<file path="src/rtl/cello_tt_sweeper_if.sv">
// rtl/cello_tt_sweeper_if.sv - host/circuit bundle for the Cello truth-table sweeper
interface cello_tt_sweeper_if;
  logic        start;
  logic        abort;
  logic        circ_out;
  logic        in1;
  logic        in2;
  logic        in3;
  logic        in4;
  logic        busy;
  logic        done;
  logic        pass;
  logic [15:0] tt;
  logic [15:0] mismatch;

  modport master (
    output start, abort, circ_out,
    input  in1, in2, in3, in4, busy, done, pass, tt, mismatch
  );

  modport slave (
    input  start, abort, circ_out,
    output in1, in2, in3, in4, busy, done, pass, tt, mismatch
  );
endinterface

</file>
<file path="src/rtl/cello_tt_sweeper.sv">
// rtl/cello_tt_sweeper.sv - steps a 4-input circuit through all rows and captures its truth table
// CELLO_SWEEP_MAJORITY_EN selects a 2-of-3 majority over three samples per row.
module cello_tt_sweeper #(
  parameter int unsigned SETTLE_CYCLES = 1000,
  parameter logic [15:0] EXPECTED      = 16'h2A56
) (
  input logic               clk,
  input logic               rst_n,
  cello_tt_sweeper_if.slave bus
);

`ifdef CELLO_SWEEP_MAJORITY_EN
  localparam int unsigned NUM_SAMPLES = 3;
`else
  localparam int unsigned NUM_SAMPLES = 1;
`endif
  localparam logic [15:0] SETTLE_LAST = 16'(SETTLE_CYCLES - 1);
  localparam logic [15:0] SAMPLE_LAST = 16'(NUM_SAMPLES - 1);

  localparam logic [1:0] ST_IDLE   = 2'd0;
  localparam logic [1:0] ST_SETTLE = 2'd1;
  localparam logic [1:0] ST_SAMPLE = 2'd2;
  localparam logic [1:0] ST_DONE   = 2'd3;

  logic [1:0]  state_q, state_d;
  logic [3:0]  k_q, k_d;
  logic [15:0] cnt_q, cnt_d;
  logic [3:0]  row_q, row_d;
  logic        busy_q, busy_d;
  logic        done_q, done_d;
  logic        pass_q, pass_d;
  logic [15:0] tt_q, tt_d;
  logic [15:0] mis_q, mis_d;
  logic [1:0]  sync_q;
  logic        sync_s;
  logic        sample_bit;

  // circ_out is asynchronous; only the second flop is ever observed.
  always_ff @(posedge clk or negedge rst_n) begin
    if (!rst_n) begin
      sync_q <= 2'b00;
    end else begin
      sync_q <= {sync_q[0], bus.circ_out};
    end
  end

  assign sync_s = sync_q[1];

`ifdef CELLO_SWEEP_MAJORITY_EN
  logic [1:0] smp_q, smp_d;

  always_ff @(posedge clk or negedge rst_n) begin
    if (!rst_n) begin
      smp_q <= 2'b00;
    end else begin
      smp_q <= smp_d;
    end
  end

  always_comb begin
    smp_d = smp_q;
    if (state_q == ST_SAMPLE) begin
      smp_d = {smp_q[0], sync_s};
    end
  end

  // The final sample of a row votes with the two taken just before it.
  assign sample_bit = (smp_q[1] & smp_q[0]) | (smp_q[1] & sync_s) | (smp_q[0] & sync_s);
`else
  assign sample_bit = sync_s;
`endif

  always_comb begin
    state_d = state_q;
    k_d     = k_q;
    cnt_d   = cnt_q;
    row_d   = row_q;
    busy_d  = busy_q;
    done_d  = 1'b0;
    pass_d  = pass_q;
    tt_d    = tt_q;
    mis_d   = mis_q;

    case (state_q)
      ST_IDLE: begin
        if (bus.start && !bus.abort) begin
          tt_d    = 16'h0000;
          mis_d   = 16'h0000;
          pass_d  = 1'b0;
          k_d     = 4'd0;
          row_d   = 4'd0;
          cnt_d   = 16'd0;
          busy_d  = 1'b1;
          state_d = ST_SETTLE;
        end
      end

      ST_SETTLE: begin
        if (bus.abort) begin
          row_d   = 4'd0;
          busy_d  = 1'b0;
          pass_d  = 1'b0;
          mis_d   = 16'h0000;
          state_d = ST_IDLE;
        end else if (cnt_q == SETTLE_LAST) begin
          cnt_d   = 16'd0;
          state_d = ST_SAMPLE;
        end else begin
          cnt_d = cnt_q + 16'd1;
        end
      end

      ST_SAMPLE: begin
        if (bus.abort) begin
          row_d   = 4'd0;
          busy_d  = 1'b0;
          pass_d  = 1'b0;
          mis_d   = 16'h0000;
          state_d = ST_IDLE;
        end else if (cnt_q == SAMPLE_LAST) begin
          tt_d[k_q] = sample_bit;
          cnt_d     = 16'd0;
          if (k_q == 4'd15) begin
            state_d = ST_DONE;
          end else begin
            // The next row goes out on the same edge that records this one.
            k_d     = k_q + 4'd1;
            row_d   = k_q + 4'd1;
            state_d = ST_SETTLE;
          end
        end else begin
          cnt_d = cnt_q + 16'd1;
        end
      end

      ST_DONE: begin
        done_d  = 1'b1;
        pass_d  = (tt_q == EXPECTED);
        mis_d   = tt_q ^ EXPECTED;
        row_d   = 4'd0;
        busy_d  = 1'b0;
        state_d = ST_IDLE;
      end

      default: begin
        state_d = ST_IDLE;
      end
    endcase
  end

  always_ff @(posedge clk or negedge rst_n) begin
    if (!rst_n) begin
      state_q <= ST_IDLE;
      k_q     <= 4'd0;
      cnt_q   <= 16'd0;
      row_q   <= 4'd0;
      busy_q  <= 1'b0;
      done_q  <= 1'b0;
      pass_q  <= 1'b0;
      tt_q    <= 16'h0000;
      mis_q   <= 16'h0000;
    end else begin
      state_q <= state_d;
      k_q     <= k_d;
      cnt_q   <= cnt_d;
      row_q   <= row_d;
      busy_q  <= busy_d;
      done_q  <= done_d;
      pass_q  <= pass_d;
      tt_q    <= tt_d;
      mis_q   <= mis_d;
    end
  end

  // All four inputs come from one register, so a row change is a single edge.
  assign bus.in2      = row_q[3];
  assign bus.in1      = row_q[2];
  assign bus.in4      = row_q[1];
  assign bus.in3      = row_q[0];
  assign bus.busy     = busy_q;
  assign bus.done     = done_q;
  assign bus.pass     = pass_q;
  assign bus.tt       = tt_q;
  assign bus.mismatch = mis_q;

endmodule

</file>
<file path="src/flat_wrapper.sv">
// flat-port wrapper written by rule: the top's interface ports become plain ports
module cello_tt_sweeper_flat 
#(
  parameter int unsigned SETTLE_CYCLES = 1000,
  parameter logic [15:0] EXPECTED      = 16'h2A56
)
  (clk, rst_n, bus_start, bus_abort, bus_circ_out, bus_in1, bus_in2, bus_in3, bus_in4, bus_busy, bus_done, bus_pass, bus_tt, bus_mismatch);
  cello_tt_sweeper_if bus_i ();
  input logic clk;
  input logic rst_n;
  input wire logic [$bits(bus_i.start)-1:0] bus_start;
  input wire logic [$bits(bus_i.abort)-1:0] bus_abort;
  input wire logic [$bits(bus_i.circ_out)-1:0] bus_circ_out;
  output wire logic [$bits(bus_i.in1)-1:0] bus_in1;
  output wire logic [$bits(bus_i.in2)-1:0] bus_in2;
  output wire logic [$bits(bus_i.in3)-1:0] bus_in3;
  output wire logic [$bits(bus_i.in4)-1:0] bus_in4;
  output wire logic [$bits(bus_i.busy)-1:0] bus_busy;
  output wire logic [$bits(bus_i.done)-1:0] bus_done;
  output wire logic [$bits(bus_i.pass)-1:0] bus_pass;
  output wire logic [$bits(bus_i.tt)-1:0] bus_tt;
  output wire logic [$bits(bus_i.mismatch)-1:0] bus_mismatch;
  assign bus_i.start = bus_start;
  assign bus_i.abort = bus_abort;
  assign bus_i.circ_out = bus_circ_out;
  assign bus_in1 = bus_i.in1;
  assign bus_in2 = bus_i.in2;
  assign bus_in3 = bus_i.in3;
  assign bus_in4 = bus_i.in4;
  assign bus_busy = bus_i.busy;
  assign bus_done = bus_i.done;
  assign bus_pass = bus_i.pass;
  assign bus_tt = bus_i.tt;
  assign bus_mismatch = bus_i.mismatch;
  cello_tt_sweeper #(.SETTLE_CYCLES(SETTLE_CYCLES), .EXPECTED(EXPECTED)) u_core (.clk(clk), .rst_n(rst_n), .bus(bus_i));
endmodule
</file>
<file path="config.mk">
export PLATFORM = sky130hd
export DESIGN_NAME = cello_tt_sweeper_flat
export DESIGN_NICKNAME = d
export VERILOG_FILES = /design/src/rtl/cello_tt_sweeper_if.sv /design/src/rtl/cello_tt_sweeper.sv /design/src/flat_wrapper.sv
export SDC_FILE = /design/constraint.sdc
export NUM_CORES = 1
export LEC_CHECK = 0
export CORE_ASPECT_RATIO = 0.7
export CORE_MARGIN = 2
export CORE_UTILIZATION = 35
export CTS_CLUSTER_SIZE = 20
export DETAILED_ROUTE_END_ITERATION = 8
export HOLD_SLACK_MARGIN = 0.02
export PLACE_DENSITY = 0.6
export SLEW_MARGIN = 25
export SYNTH_ARGS = -nofsm -noshare
export SYNTH_HDL_FRONTEND = slang
export SYNTH_SLANG_ARGS = --single-unit
</file>
<file path="constraint.sdc">
create_clock -name clk -period 5.8 [get_ports clk]
set_clock_uncertainty 0.2 [all_clocks]
set_input_delay 1.16 -clock clk [delete_from_list [all_inputs] [get_ports clk]]
set_output_delay 1.16 -clock clk [all_outputs]
set_load 0.02 [all_outputs]
</file>
==> results.md <==
- Final critical path time including I/O delays and setup: 3.164 ns
- Routed len/inst: 15.15 um
- DPL Wire Length: 5.332 mm
- Max Cap Viol: 0
- Final GP Congestion: 0.8576
- Antenna Cells: 0
- Post-Synth Adder-Cell Area: 3.788%
- Xor and xnor area share after synthesis: 2.121%
- Worst setup EP type: flop
- Yosys warning count: 0
- Asr flop ratio synth: 100.0%
- Leak: 1.705 nW
- Layout cells sized above 1: 11.39%
- Post-CTS sizing: 0
- Input/output buffers: 43
- Routed WL: 7.865 mm
- Clock Latency Late Sink: 0.33 ns
- Peak supply drop: 0.1877 mV
- Post-Syn Instances: 352
- Cell Area, Synth: 0.003303 mm2
- Num ports: 44
- Final worst slack: 2.636 ns
- Fin nets: 405
- RSZ-0062 raised after global routing: false
- Crit start category: input port
- Largest net degree at the start of global routing: 64
- Die Span Y: 85.28 um
- Setup tns final: 0 ns
- Initial detailed-routing violation count: 211
- Sink Count: 63
- Source of the worst hold timing path: u_core.sync_q[0]$_DFF_PN0_
- Kind of critical path: input port to flop
- Status: completed
- Dpl ws: 2.148 ns
- Die width: 120.1 um
- Overall Global Routing Usage: 16.16%
- Finish-stage setup viols: 0
- Hold Path Class: flop to flop
- Clock H-tree levels: 3
- Syn-to-layout area delta: 24.66%
- First-pass GRT wire length: 12.96 mm
- Met2 global-route usage: 21.54%
- Post-synth top area cell: dfrtp_1
- Number of iterations in the first detailed-routing pass: 4
- Worst path arrival time: 3.16 ns
- Crit share post-route: 54.55%
- Max-slew violation count: 0
- Yosys top cell area share: 47.73%
- Max-slew headroom: 38.27%
- Grt met1 use: 24.86%
- FMAX: 0.3161 GHz
- Largest family of logic cells by synthesized area: simple AND/OR/NAND/NOR gates
- Critical Path Fanout Max: 14
- Pwr/cell area: 346.7 mW/mm2
- Seq cells post-synth: 63
- Hold_buf cts: 0
- Syn_nets: 367
- CTS Buf Count: 9
- CTS tree: done
- Mapped Avg Cell Area: 9.384 um2
- EDFF count, synth: 0
- GRT Residual Overflow: 0
- Post CTS Setup Buffer Count: 0
- Vias/cell: 5.177
- Via count: 2687
- Vias in the first global route: 2474
- Core Area: 0.009107 mm2
- Clock root buffer: clkbuf_16
- Die ar.: 0.01024 mm2
- Sequential fraction of the synthesis area: 47.73%
- CTS Buffer Depth: 2
- Synth cell count leaders: 71 x nand2_1, 63 x dfrtp_1, 32 x o21ai_0, 19 x a22o_1, 18 x nand3_1
- Row cnt: 29
- Dominant synthesized flop cell: dfrtp_1
- WP data required: 5.80 ns
- Most common cell in the synthesized netlist: nand2_1
- Hold Fails Final Rpt: 0
- Antenna violations before repair: 0
- Simple-gate share of the synthesized area: 24.70%
- Initial Util: 36.27%
- Synth top area cells: dfrtp_1 48%, nand2_1 8.1%, a22o_1 5.0%, o21ai_0 4.8%, ha_1 3.8%
- Remaining antenna violation count: 0
- Post-synthesis mux area share: 0.6061%
- Post-synthesis compound-gate area fraction: 17.39%
- Reg-to-reg startpoint: u_core.cnt_q[0]$_DFFE_PN0P_
- Met3 GRT Util: 4.301%
- Clock transition at path regs: 0.05 ns
- Synth cell types: 49
- GR peak layer: met1
- CP startpoint: bus_abort
- Worst-margin pin slew: 0.9175 ns
- Number of remaining DRC errors: 0
-- flip-flops by register name, indices dropped and copies added, names as in the netlist --
signal and count:
u_core.bus.busy 1, u_core.bus.done 1, u_core.bus.mismatch 16, u_core.bus.pass 1, u_core.bus.tt 16, u_core.cnt_q 16
u_core.k_q 4, u_core.row_q 4, u_core.state_q 2, u_core.sync_q 2
-- where the power goes --
| part | total (W) | internal (W) | switching [W] |
|---|---|---|---|
| Sequential | 0.000502 | 0.000471 | 0.0000315 |
| Clock | 0.000538 | 0.000341 | 0.000196 |
| Combinational | 0.000388 | 0.000122 | 0.000265 |
| Total | 0.00143 | 0.000935 | 0.000493 |
-- worst paths after layout --
| check | to | slack (ns) | cells past startpoint |
|---|---|---|---|
| min in group asynchronous | u_core.bus.tt[11]$_DFFE_PN0P_ | 0.81 | 2 |
| hold reg to reg | u_core.sync_q[1]$_DFF_PN0_ | 0.15 | 0 |
| max in group asynchronous | u_core.bus.mismatch[4]$_DFFE_PN0P_ | 4.05 | 2 |
| setup / recovery | u_core.cnt_q[15]$_DFFE_PN0P_ | 2.64 | 5 |
| setup reg to reg | u_core.k_q[1]$_DFFE_PN0P_ | 2.73 | 7 |
| hold / removal | u_core.sync_q[1]$_DFF_PN0_ | 0.15 | 0 |
-- cell families after synthesis --
| logic type | after synthesis |
|---|---|
| XOR/XNOR | 8 |
| flip-flops | 63 |
| multiplexers | 2 |
| buffers and inverters | 25 |
| AO/OA/AOI/OAI | 83 |
| AND/OR/NAND/NOR | 161 |
| adder cells (fa/ha/maj) | 10 |
-- through the flow --
step | power (W) | util, % | std cells | hold WS (ns) | area [um2]
2_1_floorplan | 0.0007719 | - | 352 | 0.1312 | 3303
3_3_place_gp | 0.0008787 | 41.76 | 503 | 0.1341 | 3804
3_5_place_dp | 0.0008910 | 41.85 | 503 | 0.1418 | 3811
4_1_cts | 0.001442 | 45.13 | 519 | 0.1567 | 4110
5_1_grt | 0.001509 | 45.21 | 519 | 0.1596 | 4118
6_report | 0.001427 | 45.21 | 519 | 0.1538 | 4118
-- layout by cell type (no fill, tap or decap), types with 2 or more instances in the layout --
cell / n
a21oi_1: 6
a22o_1: 19
a22o_2: 2
a31oi_1: 2
and2_1: 2
and3_1: 5
clkbuf_16: 9
clkdlybuf4s50_1: 42
clkinv_2: 3
clkinvlp_4: 2
dfrtp_1: 63
ha_1: 9
inv_1: 8
mux2i_1: 2
nand2_1: 71
nand2b_1: 9
nand3_1: 18
nand3b_1: 2
nand4_1: 5
nor2_1: 17
nor2b_1: 6
nor3_1: 4
nor4_1: 2
nor4bb_1: 2
o211ai_1: 2
o21ai_0: 32
o21ai_2: 10
o311ai_0: 2
o41ai_1: 2
or3b_2: 2
or4_1: 2
or4_4: 4
xor2_1: 7
-- layer usage --
metal | vias to the layer above | wire, um
li1 | 1336 | -
met1 | 1278 | 4204
met2 | 65 | 3132
met3 | 8 | 434
met4 | 0 | 93
met5 | - | 0
-- final cells by class --
type                       count  area [um2]
tap                          124       155.1
timing repair buffer          44       432.9
clock inverter                 6       60.06
clock buffer                  10       239.0
fill                         893        4990
inverter                       8       30.03
multi-input combinational    264        1624
sequential                    63        1577
-- critical path, stage by stage --
cell and delay [ns]:
clkdlybuf4s50_1 0.67, nor4_1 0.90, nand4_1 0.21, xor2_1 0.17
nor2_1 0.05
Power figures use the tool's default switching activity.
